File: src/rtl/btn_pkg.sv
// -----------------------------------------------------------------------------
// btn_pkg
// Shared definitions for the push-button conditioner: channel indices, the
// per-channel debounce state encoding and the default debounce length.
// No ports.
// -----------------------------------------------------------------------------
package btn_pkg;

    localparam int LEFT_BTN  = 0;
    localparam int RIGHT_BTN = 1;
    localparam int JUMP_BTN  = 2;

    // 10 ms at 100 MHz
    localparam int DEBOUNCE_CYCLES_DEF = 1000000;

    // Bit 1 of the encoding is the debounced level.
    typedef enum logic [1:0] {
        IDLE_LO   = 2'b00,
        PEND_HI   = 2'b01,
        STABLE_HI = 2'b11,
        PEND_LO   = 2'b10
    } db_state_e;

endpackage

File: src/rtl/btn_debounce_ch.sv
// -----------------------------------------------------------------------------
// btn_debounce_ch
// One push-button channel: two-flop synchroniser, counter-based debounce FSM,
// registered one-cycle press/release pulses.
//
//   state     | meaning
//   ----------+-----------------------------------------------------------
//   IDLE_LO   | level 0, input agrees with level
//   PEND_HI   | level 0, input high, counting stable-high cycles
//   STABLE_HI | level 1, input agrees with level
//   PEND_LO   | level 1, input low, counting stable-low cycles
//
// Ports:
//   sys_clk      in   system clock
//   sys_rst      in   synchronous active-high reset
//   btn_raw      in   asynchronous raw button level
//   btn_level    out  debounced level
//   btn_press    out  one-cycle pulse, registered, on accepted 0->1
//   btn_release  out  one-cycle pulse, registered, on accepted 1->0
//   press_evt    out  combinational: press accepted at the coming edge
//   release_evt  out  combinational: release accepted at the coming edge
// -----------------------------------------------------------------------------
module btn_debounce_ch
    import btn_pkg::*;
#(
    parameter int DEBOUNCE_CYCLES = DEBOUNCE_CYCLES_DEF,
    parameter int DB_CNT_WIDTH    = 20
) (
    input  logic sys_clk,
    input  logic sys_rst,
    input  logic btn_raw,
    output logic btn_level,
    output logic btn_press,
    output logic btn_release,
    output logic press_evt,
    output logic release_evt
);

    // The counter holds the number of agreeing samples seen so far; the change
    // is accepted on the edge that would bring it to DEBOUNCE_CYCLES.
    localparam logic [DB_CNT_WIDTH-1:0] DB_LAST = DB_CNT_WIDTH'(DEBOUNCE_CYCLES - 1);

    logic                    s1;
    logic                    s2;
    db_state_e               state;
    db_state_e               state_nxt;
    logic [DB_CNT_WIDTH-1:0] cnt;
    logic [DB_CNT_WIDTH-1:0] cnt_nxt;

    always_ff @(posedge sys_clk) begin
        if (sys_rst) begin
            s1          <= 1'b0;
            s2          <= 1'b0;
            state       <= IDLE_LO;
            cnt         <= '0;
            btn_press   <= 1'b0;
            btn_release <= 1'b0;
        end else begin
            s1          <= btn_raw;
            s2          <= s1;
            state       <= state_nxt;
            cnt         <= cnt_nxt;
            btn_press   <= press_evt;
            btn_release <= release_evt;
        end
    end

    always_comb begin
        state_nxt   = state;
        cnt_nxt     = cnt;
        press_evt   = 1'b0;
        release_evt = 1'b0;
        case (state)
            IDLE_LO: begin
                if (s2) begin
                    state_nxt = PEND_HI;
                    cnt_nxt   = DB_CNT_WIDTH'(1);
                end
            end
            PEND_HI: begin
                if (!s2) begin
                    state_nxt = IDLE_LO;
                    cnt_nxt   = '0;
                end else if (cnt >= DB_LAST) begin
                    state_nxt = STABLE_HI;
                    cnt_nxt   = '0;
                    press_evt = 1'b1;
                end else begin
                    cnt_nxt = cnt + DB_CNT_WIDTH'(1);
                end
            end
            STABLE_HI: begin
                if (!s2) begin
                    state_nxt = PEND_LO;
                    cnt_nxt   = DB_CNT_WIDTH'(1);
                end
            end
            PEND_LO: begin
                if (s2) begin
                    state_nxt = STABLE_HI;
                    cnt_nxt   = '0;
                end else if (cnt >= DB_LAST) begin
                    state_nxt   = IDLE_LO;
                    cnt_nxt     = '0;
                    release_evt = 1'b1;
                end else begin
                    cnt_nxt = cnt + DB_CNT_WIDTH'(1);
                end
            end
            default: begin
                state_nxt = IDLE_LO;
                cnt_nxt   = '0;
            end
        endcase
    end

    assign btn_level = state[1];

endmodule

File: src/rtl/btn_conditioner.sv
// -----------------------------------------------------------------------------
// btn_conditioner
// Debounces the left/right/jump buttons and measures how long the selected
// button (jump) is held, as a saturating charge count.
//
// Ports:
//   sys_clk      in   system clock, 100 MHz
//   sys_rst      in   synchronous active-high reset
//   btn_raw      in   [BTN_NUM]    raw asynchronous button levels
//   btn_level    out  [BTN_NUM]    debounced levels
//   btn_press    out  [BTN_NUM]    one-cycle pulse on accepted press
//   btn_release  out  [BTN_NUM]    one-cycle pulse on accepted release
//   hold_cnt     out  [HOLD_WIDTH] live hold count of HOLD_BTN
//   hold_last    out  [HOLD_WIDTH] hold count captured at last release
//   hold_done    out  one-cycle pulse when hold_last updates
// -----------------------------------------------------------------------------
module btn_conditioner
    import btn_pkg::*;
#(
    parameter int BTN_NUM         = 3,
    parameter int DEBOUNCE_CYCLES = DEBOUNCE_CYCLES_DEF,
    parameter int DB_CNT_WIDTH    = 20,
    parameter int HOLD_BTN        = JUMP_BTN,
    parameter int HOLD_DIV        = 2,
    parameter int HOLD_WIDTH      = 16
) (
    input  logic                  sys_clk,
    input  logic                  sys_rst,
    input  logic [BTN_NUM-1:0]    btn_raw,
    output logic [BTN_NUM-1:0]    btn_level,
    output logic [BTN_NUM-1:0]    btn_press,
    output logic [BTN_NUM-1:0]    btn_release,
    output logic [HOLD_WIDTH-1:0] hold_cnt,
    output logic [HOLD_WIDTH-1:0] hold_last,
    output logic                  hold_done
);

    localparam int                PRESC_W    = (HOLD_DIV > 1) ? $clog2(HOLD_DIV) : 1;
    localparam logic [PRESC_W-1:0] PRESC_LAST = PRESC_W'(HOLD_DIV - 1);

    logic [BTN_NUM-1:0] press_evt;
    logic [BTN_NUM-1:0] release_evt;
    logic [PRESC_W-1:0] presc;
    logic               unused_evt;

    for (genvar i = 0; i < BTN_NUM; i++) begin : g_ch
        btn_debounce_ch #(
            .DEBOUNCE_CYCLES (DEBOUNCE_CYCLES),
            .DB_CNT_WIDTH    (DB_CNT_WIDTH)
        ) u_ch (
            .sys_clk     (sys_clk),
            .sys_rst     (sys_rst),
            .btn_raw     (btn_raw[i]),
            .btn_level   (btn_level[i]),
            .btn_press   (btn_press[i]),
            .btn_release (btn_release[i]),
            .press_evt   (press_evt[i]),
            .release_evt (release_evt[i])
        );
    end

    // Only the hold channel's early events are consumed.
    assign unused_evt = ^{press_evt, release_evt};

    // The hold logic acts on the same edge that registers press/release, so
    // hold_cnt is 0 in the press cycle and hold_done coincides with btn_release.
    always_ff @(posedge sys_clk) begin
        if (sys_rst) begin
            hold_cnt  <= '0;
            hold_last <= '0;
            hold_done <= 1'b0;
            presc     <= '0;
        end else begin
            hold_done <= 1'b0;
            if (press_evt[HOLD_BTN]) begin
                hold_cnt <= '0;
                presc    <= '0;
            end else if (release_evt[HOLD_BTN]) begin
                hold_last <= hold_cnt;
                hold_done <= 1'b1;
                hold_cnt  <= '0;
                presc     <= '0;
            end else if (btn_level[HOLD_BTN]) begin
                if (presc == PRESC_LAST) begin
                    presc <= '0;
                    if (hold_cnt != {HOLD_WIDTH{1'b1}}) begin
                        hold_cnt <= hold_cnt + HOLD_WIDTH'(1);
                    end
                end else begin
                    presc <= presc + PRESC_W'(1);
                end
            end else begin
                presc <= '0;
            end
        end
    end

endmodule
File: config.mk
export PLATFORM = sky130hd
export DESIGN_NAME = btn_conditioner
export DESIGN_NICKNAME = d
export VERILOG_FILES = /design/src/rtl/btn_pkg.sv /design/src/rtl/btn_debounce_ch.sv /design/src/rtl/btn_conditioner.sv
export SDC_FILE = /design/constraint.sdc
export NUM_CORES = 1
export LEC_CHECK = 0
export ABC_AREA = 0
export CORE_MARGIN = 2
export CORE_UTILIZATION = 44
export DETAILED_ROUTE_END_ITERATION = 10
export PLACE_DENSITY = 0.59
export RECOVER_POWER = 50
export REMOVE_ABC_BUFFERS = 1
export SETUP_SLACK_MARGIN = 0.02
export SLEW_MARGIN = 40
export SYNTH_ARGS = -nofsm -noshare
export SYNTH_HDL_FRONTEND = slang
export SYNTH_HIERARCHICAL = 1
export SYNTH_SLANG_ARGS = --single-unit
File: constraint.sdc
create_clock -name sys_clk -period 2.5 [get_ports sys_clk]
set_clock_uncertainty 0.05 [all_clocks]
set_input_delay 0.5 -clock sys_clk [delete_from_list [all_inputs] [get_ports sys_clk]]
set_output_delay 0.5 -clock sys_clk [all_outputs]
set_load 0.02 [all_outputs]
==> results of run 1 <==
power groups by stage:
stage               sequential (µW)  clock (µW)  combinational, µW
detailed placement             1870           0                285
floorplan                      1860           0                168
global placement               1870           0                279
CTS                            1830        1410                286
global route                   1830        1480                314
finish                         1830        1360                278
critical path, stage by stage (launching register included):
cell	delay [ns]
sky130_fd_sc_hd__dfxtp_1	0.35
sky130_fd_sc_hd__inv_1	0.09
sky130_fd_sc_hd__ha_1	0.16
sky130_fd_sc_hd__mux2i_1	0.10
sky130_fd_sc_hd__or4b_4	0.49
sky130_fd_sc_hd__o211ai_1	0.24
sky130_fd_sc_hd__buf_4	0.26
sky130_fd_sc_hd__nand2_1	0.14
sky130_fd_sc_hd__o311ai_1	0.28
metrics by stage:
stage	hold WS, ns	instance area (µm²)	instances	setup WS (ns)
floorplan	0.364	5400	631	0.135
global placement	0.374	6220	864	0.125
detailed placement	0.379	6220	864	0.0793
CTS	0.402	6500	880	0.0594
global route	0.419	6480	880	0.0280
finish	0.392	6480	880	0.234
final cells by class:
cell class / count / share of cell area (%)
sequential: 112 / 34.6
timing repair buffer: 65 / 9.12
tap: 168 / 3.25
inverter: 21 / 1.22
clock inverter: 6 / 0.696
clock buffer: 10 / 3.69
multi-input combinational: 498 / 47.4
metal layers:
layer  global-route usage, %  up-vias  routed length [µm]
met2                    32.4       95                5920
met3                    5.29       12                 513
li1                        -     2470                   -
met1                    25.6     2275                5910
met5                       0        -                   0
met4                    4.68        0                 149
sequential cells by signal, summed over array words and instances, names as in the netlist:
signal / flops
g_ch.u_ch/cnt: 60
hold_cnt: 16
hold_last: 16
g_ch.u_ch/state: 6
g_ch.u_ch/btn_press: 3
g_ch.u_ch/btn_release: 3
g_ch.u_ch/s1: 3
g_ch.u_ch/s2: 3
hold_done: 1
presc: 1
path summary, 6_finish.rpt:
path | startpoint | endpoint | slack, ns | cells after the start
min reg2reg | g_ch[0].u_ch/s1$_SDFF_PP0_ | g_ch[0].u_ch/s2$_SDFF_PP0_ | 0.39 | 1
min | g_ch[0].u_ch/s1$_SDFF_PP0_ | g_ch[0].u_ch/s2$_SDFF_PP0_ | 0.39 | 1
max reg2reg | g_ch[2].u_ch/state[1]$_SDFFE_PP0P_ | g_ch[2].u_ch/cnt[2]$_SDFFE_PP0P_ | 0.23 | 8
max | g_ch[2].u_ch/state[1]$_SDFFE_PP0P_ | g_ch[2].u_ch/cnt[2]$_SDFFE_PP0P_ | 0.23 | 8
repair_timing:
| item | 4_1_cts | 5_1_grt |
|---|---|---|
| endpoints found under the setup margin | 0 | 4 |
| endpoints found under the hold margin | 0 | 0 |
| hold buffers | 0 | 0 |
| buffers inserted | 0 | 0 |
| resized for setup | 0 | 2 |
cell usage in the layout, fill, tap and decap left out, drive strengths merged, types with 3 or more instances in the layout:
cell,n
xnor2,22
nand2b,10
a211oi,3
mux2i,5
nor3,27
clkinv,3
ha,16
inv,21
nor2b,9
o21ai,23
and4,11
or3,15
nand4,24
o22ai,5
dfxtp,112
mux2,3
nor4,9
or4,9
nand2,74
nand3b,4
clkinvlp,3
or4b,4
or2,3
a21oi,45
nand3,32
and3,10
and2,5
xor2,11
a31oi,24
clkdlybuf4s50,5
buf,17
clkbuf,13
o31ai,4
a311oi,4
nor2,69
dlygate4sd3,40
==> impl_results.md, run 1 <==
- Number of levels in the clock H-tree: 3
- CTS Sinks: between 100 and 150
- Largest net degree at the start of global routing: 54
- TNS Setup: 0 ns
- Largest fanout on the critical path: 15
- Number of global-route vias before repair: about 4600
- Via count: a little under 5000
- Leakage power: roughly 0.0022 µW
- Antenna violations before repair: 0
- Share of final-layout standard cells stronger than drive strength 1: 9.55%
- Number of port buffers: 46
- Critical Path Start Type: flip-flop
- Least-Margin Pin Slew: ~1.1 ns
- Vertical extent of the die: between 100 and 150 µm
- Routed wire length per instance: about 14 µm
- Worst Path Arrival: between 2 and 2.5 ns
- Critical path class: reg2reg
- Post-detailed-route via-to-cell ratio: 5.51
- RD Place Congestion: between 0.8 and 0.9
- Relative slew margins: 27.7%
- Data required time of the worst path: 2.70 ns
- Area occupied by multi-input gates: between 3000 and 4000 µm²
- Synthesis Warnings: 6
- Maximum number of buffers from clock root to sink: 2
- Clock tree from TritonCTS: yes
- Number of fill cells: between 1000 and 1500
- Residual DRC count: 0
- Run status: finished clean
- Initial detailed-routing violation count: 289
- Unrepaired setup endpoints after global routing: false
- Final core utilization: a little over half
- Count of nets left with antenna violations after detail routing: 0
- Sw power: around 850 µW
- Number of hold violations in the final report: 0
- Count of TritonRoute iterations in the first routing pass: 5
- Power density over cell area: roughly 530 nW/µm²
- Width of the chip: roughly 120 µm
- Proportion of power drawn by combinational gates: 8.0%
- Combined area of all synthesized cells: 5530 µm²
- FF/Latch Area: approximately 2200 µm²
- Internal Power: 2610 µW
- Final Cycle Share: a little over 90%
- Area growth from synthesis to layout: 17.1%
- Floorplan Core Area: 12200 µm²
- Final Max Slew Viols: 0
- Endpoints failing setup: 0
- Wire length of the first global-routing pass: 21500 µm
- Total die area: 13500 µm²
- Total Wirelength: 12500 µm
- Reg clk slew, reported paths: approximately 0.07 ns
- Worst Hold Class: reg2reg
- Max-cap violation count: 0
- Clock network fraction of design power: about 39%
- Clock tree root driver cell: sky130_fd_sc_hd__clkbuf_16
- Critical path capture point type: flip-flop
- Max Freq: around 0.44 GHz
- Standard-cell rows: 40
- Relative contribution of sequential cells to total power: ~53%
- Number of nets in the layout: between 700 and 800
- Clock buffer count from CTS: 9
- Worst-Skew Late Latency: 0.35 ns
- Mean cell area of the mapped netlist: approximately 8.5 µm²
- Total I/O pin count: between 40 and 50
- Final antenna diode count: 0
- Half-perimeter wire length of the detailed placement result: 8850 µm
- Number of instances in the synthesized netlist: 650
- Congestion Overflow GR: 0
- Final period demand of the worst path: roughly 2.3 ns
- Aggregate global-route resource usage: 19.6%
- Maximum ir drop on the vdd rail: approximately 0.4 mV
- Switching power share of the total: roughly a quarter
- PnR Total Power: approximately 3500 µW
- Effective utilization at floorplan: a little under half
(Power assumes the default switching activity.)
==> inputs of run 2 (changes only) <==
- CORE_UTILIZATION: 44 -> 30
- PLACE_DENSITY: 0.59 -> 0.45
- clock period: 2.5 -> 2 ns (I/O delays scaled with it)
==> run 2 against run 1 <==
  * The flow now finishes with violations (setup timing)
  * Via count rose by 10%
  * Cell area rose by 23%
  * Die area rose by 45%
  * Maximum frequency rose by 12%
  * Count of clock-buffer cells in the layout fell by 1
  * Critical endpoint is now g_ch[2].u_ch/cnt[0]$_SDFFE_PP0P_
  * Largest power group unchanged
==> impl_results.md, run 2 (synthesis results as in run 1) <==
- Total die area: around 20000 µm²
- Number of port buffers: 46
- Total I/O pin count: 47
- Width of the chip: approximately 140 µm
- Commonest cells after routing, fill and taps aside: 118 x sky130_fd_sc_hd__buf_4, 90 x sky130_fd_sc_hd__dfxtp_1, 70 x sky130_fd_sc_hd__nand2_1, 64 x sky130_fd_sc_hd__nor2_1, 36 x sky130_fd_sc_hd__a21oi_1
- Reg clk slew, reported paths: 0.07 ns
- Largest net degree at the start of global routing: 20
- Number of global-route vias before repair: 5305
- Total non-filler cell area in the finished layout: approximately 8000 µm²
- Final Max Slew Viols: 0
- Cell count after placement: about 1000
- Unrepaired setup endpoints after global routing: true
- Area growth from synthesis to layout: 43.9%
- Maximum number of buffers from clock root to sink: 2
- Sw power: ~1200 µW
- Commonest non-fill, non-tap cell in the layout: sky130_fd_sc_hd__buf_4
- Final period demand of the worst path: 2.03 ns
- Register-to-Register Setup Slack: -0.03 ns
- Final antenna diode count: 0
- Relative slew margins: 36.9%
- Via count: 5349
- Area occupied by multi-input gates: ~3500 µm²
- Critical Path Start Type: flip-flop
- Proportion of power drawn by combinational gates: about 12%
- Share of final-layout standard cells stronger than drive strength 1: approximately a third
- Endpoints failing setup: 2
- Violations in the final reports: setup timing
- Number of levels in the clock H-tree: 3
- Data required time of the worst path: ~2.2 ns
- Biggest regs: g_ch.u_ch/cnt x60, hold_cnt x16, hold_last x16
- R2R cell count: 8
- Run status: complete, but fails checks
- Standard-cell rows: slightly below 50
- Number of fill cells: roughly 1800
- Vertical extent of the die: 140 µm
- Max Freq: approximately 0.49 GHz
- RD Place Congestion: between 0.8 and 0.9
- Hold_buf cts: 0
- Relative contribution of sequential cells to total power: about half
- Setup slack after layout: -0.0262 ns
- Hold-critical path depth: 1
- Max-cap violation count: 0
- Power density over cell area: about 590 nW/µm²
- FF/Latch Area: 2290 µm²
- Fin cells: around 1100
- Antenna violations before repair: 0
- Final Cycle Share: 101%
- Initial detailed-routing violation count: 354
- Internal Power: between 3000 and 4000 µW
- CTS Sinks: 112
- Max reg flops: 60
- Least-Margin Pin Slew: 0.947 ns
- Number of nets in the layout: between 800 and 900
- Clock tree root driver cell: sky130_fd_sc_hd__clkbuf_16
- Worst Path Arrival: about 2.2 ns
- Largest fanout on the critical path: 6
- Floorplan Core Area: 18000 µm²
- Maximum ir drop on the vdd rail: 0.438 mV
- Worst-Skew Late Latency: 0.36 ns
- Placed instance area: about 7200 µm²
- Critical path class: reg2reg
- Clock network fraction of design power: between 30% and 40%
- Clock tree from TritonCTS: yes
- Routed wire length per instance: 14.4 µm
- Residual DRC count: 0
- Leakage power: 0.00294 µW
- Worst Hold Class: reg2reg
- Half-perimeter wire length of the detailed placement result: about 11000 µm
- Total Wirelength: 15300 µm
- Wire length of the first global-routing pass: between 20000 and 30000 µm
- Count of TritonRoute iterations in the first routing pass: 5
- Top register by number of flip-flops: g_ch.u_ch/cnt
- Critical path capture point type: flip-flop
- Clock buffer count from CTS: 9
- Post-detailed-route via-to-cell ratio: between 5 and 6
- Switching power share of the total: 25.6%
- Number of hold violations in the final report: 0
- Count of nets left with antenna violations after detail routing: 0
- Congestion Overflow GR: 0
- Aggregate global-route resource usage: 15.8%
- Effective utilization at floorplan: a little under a third
## run 2: repair_timing
action                     in CTS  in global routing
cloned                          0                  2
pin swaps                      23                 24
gates resized for setup        62                 95
buffers inserted                2                  5
setup endpoints to repair      68                 89
## run 2: power groups by stage
| stage | Combinational, µW | Clock, µW | Sequential, µW |
|---|---|---|---|
| floorplan | 210 | 0 | 2330 |
| global placement | 455 | 0 | 2330 |
| detailed placement | 462 | 0 | 2330 |
| CTS | 506 | 1930 | 2280 |
| global route | 636 | 2020 | 2290 |
| finish | 580 | 1850 | 2280 |
## run 2: area by class of cell
cell class	count	area share [%]
clock buffer	9	2.83
clock inverter	7	0.881
inverter	21	1.12
multi-input combinational	498	43.9
sequential	112	28.8
tap	229	3.60
timing repair buffer	188	19.0
## run 2: path summary, 6_finish.rpt
path	startpoint	end
min reg2reg	g_ch[2].u_ch/s1$_SDFF_PP0_	g_ch[2].u_ch/s2$_SDFF_PP0_
max	g_ch[2].u_ch/state[1]$_SDFFE_PP0P_	g_ch[2].u_ch/cnt[0]$_SDFFE_PP0P_
min	g_ch[2].u_ch/s1$_SDFF_PP0_	g_ch[2].u_ch/s2$_SDFF_PP0_
max reg2reg	g_ch[2].u_ch/state[1]$_SDFFE_PP0P_	g_ch[2].u_ch/cnt[0]$_SDFFE_PP0P_
## run 2: critical path, cell delays in order (launching register included)
cell and delay [ns]:
sky130_fd_sc_hd__dfxtp_4 0.38, sky130_fd_sc_hd__inv_4 0.08, sky130_fd_sc_hd__ha_4 0.14, sky130_fd_sc_hd__mux2i_4 0.07, sky130_fd_sc_hd__or4b_4 0.49, sky130_fd_sc_hd__o211ai_4 0.28
sky130_fd_sc_hd__buf_12 0.17, sky130_fd_sc_hd__nand2b_4 0.05, sky130_fd_sc_hd__a311oi_2 0.22
## run 2: metal layers
metal,global-route usage [%],vias up,wire length (µm)
met2,26.9,72,7640
met5,0,-,0
met4,4.26,0,192
li1,-,2713,-
met3,3.99,14,442
met1,19.9,2550,7060
## run 2: per-stage QoR
stage / TNS (ns) / total power [µW] / setup slack, ns / utilization [%] / hold WS [ns]
2_1_floorplan: -8.65 / 2540 / -0.365 / - / 0.364
6_report: -0.0368 / 4710 / -0.0262 / 44.1 / 0.393
3_5_place_dp: -7.29 / 2790 / -0.250 / 39.8 / 0.385
5_1_grt: -2.36 / 4940 / -0.0937 / 44.1 / 0.428
3_3_place_gp: -4.38 / 2780 / -0.231 / 39.8 / 0.379
4_1_cts: -0.535 / 4710 / -0.0659 / 42.6 / 0.385
==> RTL edit: new RTL, config.mk and constraints of run 2 <==
`HOLD_WIDTH`: 16 -> 12.
--- a/src/rtl/btn_conditioner.sv
+++ b/src/rtl/btn_conditioner.sv
@@ -22,7 +22,7 @@
     parameter int DB_CNT_WIDTH    = 20,
     parameter int HOLD_BTN        = JUMP_BTN,
     parameter int HOLD_DIV        = 2,
-    parameter int HOLD_WIDTH      = 16
+    parameter int HOLD_WIDTH      = 12
 ) (
     input  logic                  sys_clk,
     input  logic                  sys_rst,
Interface: changed (resized hold_cnt and hold_last); port bits go from 47 to 39. No check against the original RTL was run, so the function may have changed too.
==> RTL edit against run 2 <==
  * The flow still finishes with violations (setup timing)
  * Power down 2.8%
  * Cell count fell by 7.0%
  * Worst setup slack gained 0.018 ns
  * Cell area down 5.1%
  * Routed wire length decreased by 9.0%
  * Sequential cell count shrank 8
  * Largest cell class unchanged
  * Fmax increased by 0.89%
  * Area after synthesis decreased by 6.6%
==> RTL edit: results (changes against run 2) <==
Layout
  • Multi-input gate area in the final layout: 0.003327 mm2 (-4.6%)
  • Clock tree cell share of total cell area: 4.209% (+0.50 points)
  • Share of final-layout standard cells stronger than drive strength 1: 32.73% (about the same)
  • Fill cell count: 1620 (-12%)
  • Share of cell area taken by multi-input logic gates: 44.06% (+0.20 points)
  • Layout Utilization: 45.21% (+1.1 points)
  • Non-clock inverter instance count of the final layout: 23 (+9.5%)
  • Layout Nets: 786 (-7.6%)
  • Sequential cell area: 0.002130 mm2 (-6.9%)
  • Biggest regs: g_ch.u_ch/cnt (60), hold_cnt (12), hold_last (12)
  • Total number of multi-input combinational cells: 460 (-7.6%)
  • Number of clock buffers in the layout: 12 (+3)
  • Buffers outside the clock class: 167 (-11%)
  • Data-path buffer share of cell area in the final layout: 18.58% (-0.38 points)

GRT
  • Met3 track utilization from global routing: 2.432% (-1.6 points)
  • Global-route track usage on met1: 20.00% (+0.098 points)
  • Wire length of the first global-routing pass: 23.03 mm (-9.6%)
  • Total GRT Usage: 15.35% (-0.43 points)
  • Maximum number of pins on one net before global-route repair: 18 (-10%)

Worst setup path
  • Critical path peak fanout: 5 (-1)
  • CP arrival: 2.22 ns (-0.02 ns)
  • Delay of the slowest cell on the worst path: 0.54 ns (+0.05 ns)

Drt
  • Drt via density: 4.963 (-1.3%)
  • Via count: 4913 (-8.2%)
  • Post-DR wirelength/cell: 14.10 um (-2.2%)
  • Routed wl met2: 6.696 mm (-12%)
  • Routed met1 length: 6.691 mm (-5.2%)
  • Routed wire length on met3: 382 um (-14%)

Pwr
  • Power Combinational: 575 uW (-0.9%)
  • Reported leakage power: 0.002747 uW (-6.7%)
  • Net switching power of the design: 1139 uW (-5.5%)
  • Worst ir drop on vdd: 0.4136 mV (-5.6%)
  • Sequential cell power: 2120 uW (-7%)

Run status
  • Violated checks: setup timing
  • Status: finished with violations

Place
  • Weighted congestion reported at the end of routability-driven placement: 0.8089 (-5.3%)
  • Instance count after placement with tap cells included: 956 (-8.1%)

STA
  • Total setup violations reported at the end of the flow: 1 (-1)
  • Max-Slew Margin vs Limit: 36.45% (-0.42 points)
  • Crit path setup slack, layout: -0.008325 ns (+0.01783 ns)

Synth
  • Post-synthesis cell count: 602 (-7.4%)

Worst hold path
  • Sink of the worst hold path: g_ch[0].u_ch/s2
-- RTL edit: cell types whose count changed in the layout (fill, tap and decap cells not counted), moves of 6 or more --
cell                              run 2  this run
sky130_fd_sc_hd__clkbuf_1            16         7
sky130_fd_sc_hd__nand2_1             70        61
sky130_fd_sc_hd__a21oi_2              9         2
sky130_fd_sc_hd__dfxtp_1             90        84
sky130_fd_sc_hd__buf_4              118       111
-- RTL edit: metrics by stage --
| step | power, uW | TNS (ns) | setup WS [ns] | hold slack, ns |
|---|---|---|---|---|
| 6_report | 4582 | -0.008325 | -0.008325 | 0.3856 |
| 2_1_floorplan | 2374 | -4.672 | -0.3131 | 0.3611 |
| 3_3_place_gp | 2609 | -3.094 | -0.2146 | 0.3674 |
| 3_5_place_dp | 2614 | -4.201 | -0.1727 | 0.3787 |
| 5_1_grt | 4785 | -1.400 | -0.07367 | 0.4080 |
| 4_1_cts | 4562 | -0.02923 | -0.01886 | 0.3942 |
-- RTL edit: timing repair --
item	4_1_cts	5_1_grt
setup buffers	4	12
cloned	1	1
gates resized for setup	52	93
endpoints found under the setup margin	62	67
pin swaps	16	33
-- RTL edit: worst max-delay path by stage --
stage                          start              endpoint  slack, ns  cells after the start
2_1_floorplan  g_ch[2].u_ch/state[1]  g_ch[2].u_ch/cnt[13]      -0.31                      6
3_3_place_gp     g_ch[2].u_ch/cnt[8]          hold_cnt[11]      -0.21                      7
3_5_place_dp   g_ch[2].u_ch/state[1]  g_ch[2].u_ch/cnt[19]      -0.17                      7
4_1_cts        g_ch[2].u_ch/state[1]  g_ch[2].u_ch/cnt[13]      -0.02                      7
5_1_grt        g_ch[2].u_ch/state[1]  g_ch[2].u_ch/cnt[19]      -0.07                      7
6_report       g_ch[2].u_ch/state[1]  g_ch[2].u_ch/cnt[13]     -0.008                      8
